## config.mk

```make
export PLATFORM = sky130hd
export DESIGN_NAME = lsu
export DESIGN_NICKNAME = d
export VERILOG_FILES = /design/src/rtl/lsu.sv
export SDC_FILE = /design/constraint.sdc
export NUM_CORES = 1
export LEC_CHECK = 0
export BUFFER_PORTS_ARGS = -buffer_cell sky130_fd_sc_hd__buf_2
export CAP_MARGIN = 20
export CORE_MARGIN = 5
export CORE_UTILIZATION = 50
export DETAILED_ROUTE_END_ITERATION = 16
export PLACE_DENSITY = 0.82
export SYNTH_ARGS = -nofsm -noshare
export SYNTH_HDL_FRONTEND = slang
export SYNTH_SLANG_ARGS = --single-unit
```

## constraint.sdc

```tcl
create_clock -name i_clk -period 2.7 [get_ports i_clk]
set_clock_uncertainty 0.05 [all_clocks]
set_input_delay 0 -clock i_clk [delete_from_list [all_inputs] [get_ports i_clk]]
set_output_delay 0 -clock i_clk [all_outputs]
set_load 0.02 [all_outputs]
```

## src/rtl/lsu.sv

```systemverilog
// Load/store unit: turns byte-addressed RISC-V loads/stores into word accesses.
// Sub-word stores use a registered read-modify-write, so memory read data never
// reaches the write data combinationally.
module lsu #(
  parameter int unsigned WIDTH = 32
) (
  input  logic             i_clk,
  input  logic             i_rst_n,
  input  logic             i_req,
  input  logic             i_wr,
  input  logic [2:0]       i_funct3,
  input  logic [WIDTH-1:0] i_addr,
  input  logic [WIDTH-1:0] i_wdata,
  output logic [WIDTH-1:0] o_rdata,
  output logic             o_done,
  output logic             o_stall,
  output logic             o_err,
  output logic [WIDTH-1:0] o_mem_a,
  input  logic [WIDTH-1:0] i_mem_rd,
  output logic             o_mem_we,
  output logic [WIDTH-1:0] o_mem_wd
);

  typedef enum logic {StIdle, StMerge} state_e;

  state_e           r_state, w_state_nxt;
  logic [WIDTH-1:0] r_cap_a;
  logic [WIDTH-1:0] r_mrg;
  logic [WIDTH-1:0] w_merged;
  logic [WIDTH-1:0] w_shifted;
  logic [WIDTH-1:0] w_load;
  logic             w_legal;
  logic             w_misal;
  logic             w_err;
  logic             w_sub_store;
  logic             w_capture;

  // Decode legality, alignment and store kind of the incoming request
  always_comb begin
    w_legal = 1'b0;
    w_misal = 1'b0;
    if (i_wr) begin
      w_legal = i_funct3 inside {3'b000, 3'b001, 3'b010};
    end else begin
      w_legal = i_funct3 inside {3'b000, 3'b001, 3'b010, 3'b100, 3'b101};
    end
    case (i_funct3[1:0])
      2'b01:   w_misal = i_addr[0];
      2'b10:   w_misal = |i_addr[1:0];
      default: w_misal = 1'b0;
    endcase
    w_err       = ~w_legal | w_misal;
    w_sub_store = i_wr & (i_funct3[1:0] != 2'b10);
  end

  // Align the addressed lane(s) to bit 0 and extend; halves are aligned, so a
  // byte-granular shift also serves them
  always_comb begin
    w_shifted = i_mem_rd >> {i_addr[1:0], 3'b000};
    w_load    = '0;
    case (i_funct3)
      3'b000:  w_load = {{24{w_shifted[7]}}, w_shifted[7:0]};
      3'b001:  w_load = {{16{w_shifted[15]}}, w_shifted[15:0]};
      3'b010:  w_load = w_shifted;
      3'b100:  w_load = {24'd0, w_shifted[7:0]};
      3'b101:  w_load = {16'd0, w_shifted[15:0]};
      default: w_load = '0;
    endcase
  end

  // Replace the addressed lane(s) of the current word with the store data
  always_comb begin
    w_merged = i_mem_rd;
    if (i_funct3[1:0] == 2'b00) begin
      w_merged[{i_addr[1:0], 3'b000} +: 8] = i_wdata[7:0];
    end else begin
      w_merged[{i_addr[1], 4'b0000} +: 16] = i_wdata[15:0];
    end
  end

  // Next-state and output decode; reset forces all handshake/write outputs low
  always_comb begin
    w_state_nxt = r_state;
    w_capture   = 1'b0;
    o_rdata     = '0;
    o_done      = 1'b0;
    o_stall     = 1'b0;
    o_err       = 1'b0;
    o_mem_a     = {2'b00, i_addr[WIDTH-1:2]};
    o_mem_we    = 1'b0;
    o_mem_wd    = '0;
    unique case (r_state)
      StIdle: begin
        if (i_req) begin
          if (w_err) begin
            o_done = 1'b1;
            o_err  = 1'b1;
          end else if (!i_wr) begin
            o_rdata = w_load;
            o_done  = 1'b1;
          end else if (!w_sub_store) begin
            o_mem_we = 1'b1;
            o_mem_wd = i_wdata;
            o_done   = 1'b1;
          end else begin
            o_stall     = 1'b1;
            w_capture   = 1'b1;
            w_state_nxt = StMerge;
          end
        end
      end
      StMerge: begin
        o_mem_a     = r_cap_a;
        o_mem_we    = 1'b1;
        o_mem_wd    = r_mrg;
        o_done      = 1'b1;
        w_state_nxt = StIdle;
      end
      default: w_state_nxt = StIdle;
    endcase
    if (!i_rst_n) begin
      o_rdata  = '0;
      o_done   = 1'b0;
      o_stall  = 1'b0;
      o_err    = 1'b0;
      o_mem_we = 1'b0;
    end
  end

  // State register plus captured address and merged word for the write cycle
  always_ff @(posedge i_clk or negedge i_rst_n) begin
    if (!i_rst_n) begin
      r_state <= StIdle;
      r_cap_a <= '0;
      r_mrg   <= '0;
    end else begin
      r_state <= w_state_nxt;
      if (w_capture) begin
        r_cap_a <= {2'b00, i_addr[WIDTH-1:2]};
        r_mrg   <= w_merged;
      end
    end
  end

endmodule
```

==> results by group <==
Outcome
  – Status: completed

Timing
  – Final worst slack: about 240 ps
  – Worst hold slack: just under 50 ps
  – Relative slew slack: between 30% and 40%
  – Fin crit share: about nine tenths
  – Final hold violations: 0
  – Final setup violating endpoints: 0
  – Max Slew Vio Count: 0
  – Total negative slack: 0 ps
  – Fin crit period: between 2000 and 2500 ps
  – Max Freq: between 400 and 500 MHz
  – Worst-margin pin slew: between 1000 and 1500 ps
  – RSZ-0062 raised after global routing: false

Global route
  – Vias in the first global route: roughly 5100
  – Total gr overflow: 0
  – Largest net degree at the start of global routing: 67
  – First-pass GRT wire length: 28230 um
  – Total track usage: around 28%
  – Antenna violations before repair: 0

Drt
  – DRC: 0
  – WL per Instance: approximately 21 um
  – Drt total wl: between 15000 and 20000 um
  – DR vias: around 5100
  – TritonRoute pass-1 iters: 5
  – Iter 0 DRT Violations: around 430
  – Vias/cell: just under 6
  – Antenna-violating nets left: 0

Clocking
  – CTS tree: yes
  – H-tree Lvls: 3
  – Worst skew pair latency: around 340 ps
  – Worst-path clk slew: approximately 70 ps
  – Clk buf depth: 2
  – # clock sinks: 63
  – Post-CTS setup buffers: 0
  – CTS root buf: clkbuf_8
  – CTS Buf Count: 9

Critical path
  – Reg2Reg Depth: 5
  – Setup crit start kind: flop
  – Crit end category: primary output
  – Reg2Reg Setup Slack: ~960 ps
  – Reg-to-Reg Start: r_state
  – Reg-to-Reg End: r_mrg[13]
  – Crit path max fanout: 15
  – Critical Path AT: roughly 2400 ps
  – Crit Path Class: reg -> out
  – Worst EP required: 2650 ps

Pwr
  – Power per Cell Area: 500.0 nW/um2
  – Leak Pwr: ~3.4 nW
  – Worst VDD drop: around 0.31 mV
  – Total Power: around 0.0034 W

Yosys
  – Largest cells by area after synthesis: dfrtp_1, mux2_4, mux2_2
  – Simple-Gate Fraction of Synth Area: about 9.0%
  – Primary FF master, synth: dfrtp_1
  – Number of synthesized flops with an enable pin: 0
  – Avg Cell Area, Syn: 10.29 um2
  – Register bit total from synthesis: 63
  – Post-Synth Adder-Cell Area: under 10%
  – Yosys top cell area share: between 30% and 40%
  – Mux contribution to synthesized area: between 30% and 40%
  – Area leader, netlist: dfrtp_1
  – Mapped cell area: between 5000 and 6000 um2
  – Complex-gate fraction of the synthesized area: about a fifth
  – Async SR Flop Fraction: 100.0%
  – Mapped Cells: 507
  – Synth cell types: 39
  – Synth warnings: 0
  – Xor/xnor share of the synthesized area: 0%
  – Largest family of logic cells by synthesized area: multiplexers
  – Post-synthesis sequential area ratio: a little under a third

Placed design
  – Placer congestion estimate: between 0.9 and 1
  – IO Port Bufs: 200
  – Final HPWL DP: 12590 um
  – Setup slack at placement: 318.8 ps

Final layout
  – NumNets Final: about 830
  – P&R area growth vs syn: 29.74%
  – Ant. Diodes: 0
  – Share of layout cells above drive strength 1: 46.81%

Run
  – Number of max-cap violations: 0

Worst hold path
  – Worst hold stages: 4
  – HP Start: i_mem_rd[6]
  – HP Class: in -> reg
  – Hold Path End: r_mrg[6]

Die
  – Row cnt: 37
  – Initial Util: 51.00%
  – Die area: 12580 um2
  – Die W: 112.2 um
  – DIE HEIGHT: 112.2 um
  – Core area: 10230 um2
  – # IOs: around 200
==> sequential cells by signal (all words and copies together) (netlist names) <==
signal	cells
r_state	1
r_mrg	32
r_cap_a	30
==> area by class of cell <==
| class | instances | area [um2] |
|---|---|---|
| Clock buffer | 10 | 137.6 |
| Clock inverter | 6 | 67.56 |
| Fill cell | 812 | 3462 |
| Inverter | 14 | 52.55 |
| Multi-Input combinational cell | 382 | 3324 |
| Sequential cell | 63 | 1578 |
| Tap cell | 136 | 170.2 |
| Timing Repair Buffer | 245 | 1439 |
==> logic make-up (layout without fill, tap and decap cells) <==
group / after synthesis / after routing
adder cells (fa/ha/maj): 7 / 7
AO/OA/AOI/OAI: 158 / 158
flip-flops: 63 / 63
AND/OR/NAND/NOR: 82 / 82
multiplexers: 133 / 133
other: 1 / 2
buffers and inverters: 63 / 275
==> stage by stage <==
| stage | instance area (um2) | util (%) | cells |
|---|---|---|---|
| global placement | 6248 | 61.07 | 808 |
| detailed placement | 6254 | 61.12 | 809 |
| CTS | 6769 | 66.16 | 856 |
| floorplan | 5221 | - | 508 |
| global route | 6769 | 66.16 | 856 |
| finish | 6769 | 66.16 | 856 |
==> what timing repair did <==
action                                 in CTS  in global routing
resized for setup                           0                  0
endpoints found under the hold margin      93                  0
hold buffers                               31                  0
==> critical path, cell delays in order, from the launching register on <==
cell and delay (ps):
dfrtp_2 430, nor2_1 130, buf_4 150, nand4_1 490
a211oi_1 600, buf_2 260
==> power by group <==
group	total [W]	internal [W]	switching [W]	leakage, nW
Combinational	0.00110	0.000626	0.000478	2.56
Clock	0.000846	0.000454	0.000392	0.0989
Sequential	0.00143	0.00123	0.000204	0.767
==> how the worst max path moves through the flow <==
stage	from	end	slack (ps)	depth (start not counted)
final	r_state	o_rdata[5]	240	5
after global routing	r_state	o_mem_wd[1]	110	5
after CTS	r_state	o_mem_wd[1]	240	5
after detailed placement	i_addr[0]	o_mem_wd[6]	320	9
after global placement	i_addr[0]	r_mrg[26]	370	7
after floorplan	i_addr[1]	r_cap_a[0]	570	10
==> synth_stat cells, drive strengths merged, types with 2 or more instances <==
cell,count
ha,7
nor2,7
a221oi,24
a31oi,2
nand3b,6
dfrtp,63
nand2,27
clkbuf,20
nor4bb,2
nor2b,24
nand4,3
a211oi,21
mux2i,30
o21ai,10
a21oi,62
nand3,2
buf,29
mux2,103
inv,14
nor3,3
nand2b,4
o211ai,2
a22o,32
==> cell usage in the layout, fill, tap and decap left out, drive strengths merged, types with 2 or more instances in the layout <==
master / n
clkinvlp: 2
nor2b: 24
inv: 15
o21ai: 10
nand3b: 6
conb: 2
nor2: 7
nor3: 3
dfrtp: 63
a221oi: 24
a21oi: 62
mux2i: 30
a31oi: 2
clkbuf: 10
clkinv: 2
ha: 7
nand2: 27
buf: 214
dlygate4sd3: 31
a22o: 32
nor4bb: 2
mux2: 103
nand2b: 4
a211oi: 21
nand3: 2
o211ai: 2
nand4: 3
==> layer usage <==
layer	track usage (%)	wire [um]	up-vias
met5	0	0	-
met4	12.90	717	0
met3	5.553	1632	57
met2	46.13	8691	297
met1	35.39	7142	2392
li1	-	-	2325
(Power assumes the default switching activity.)
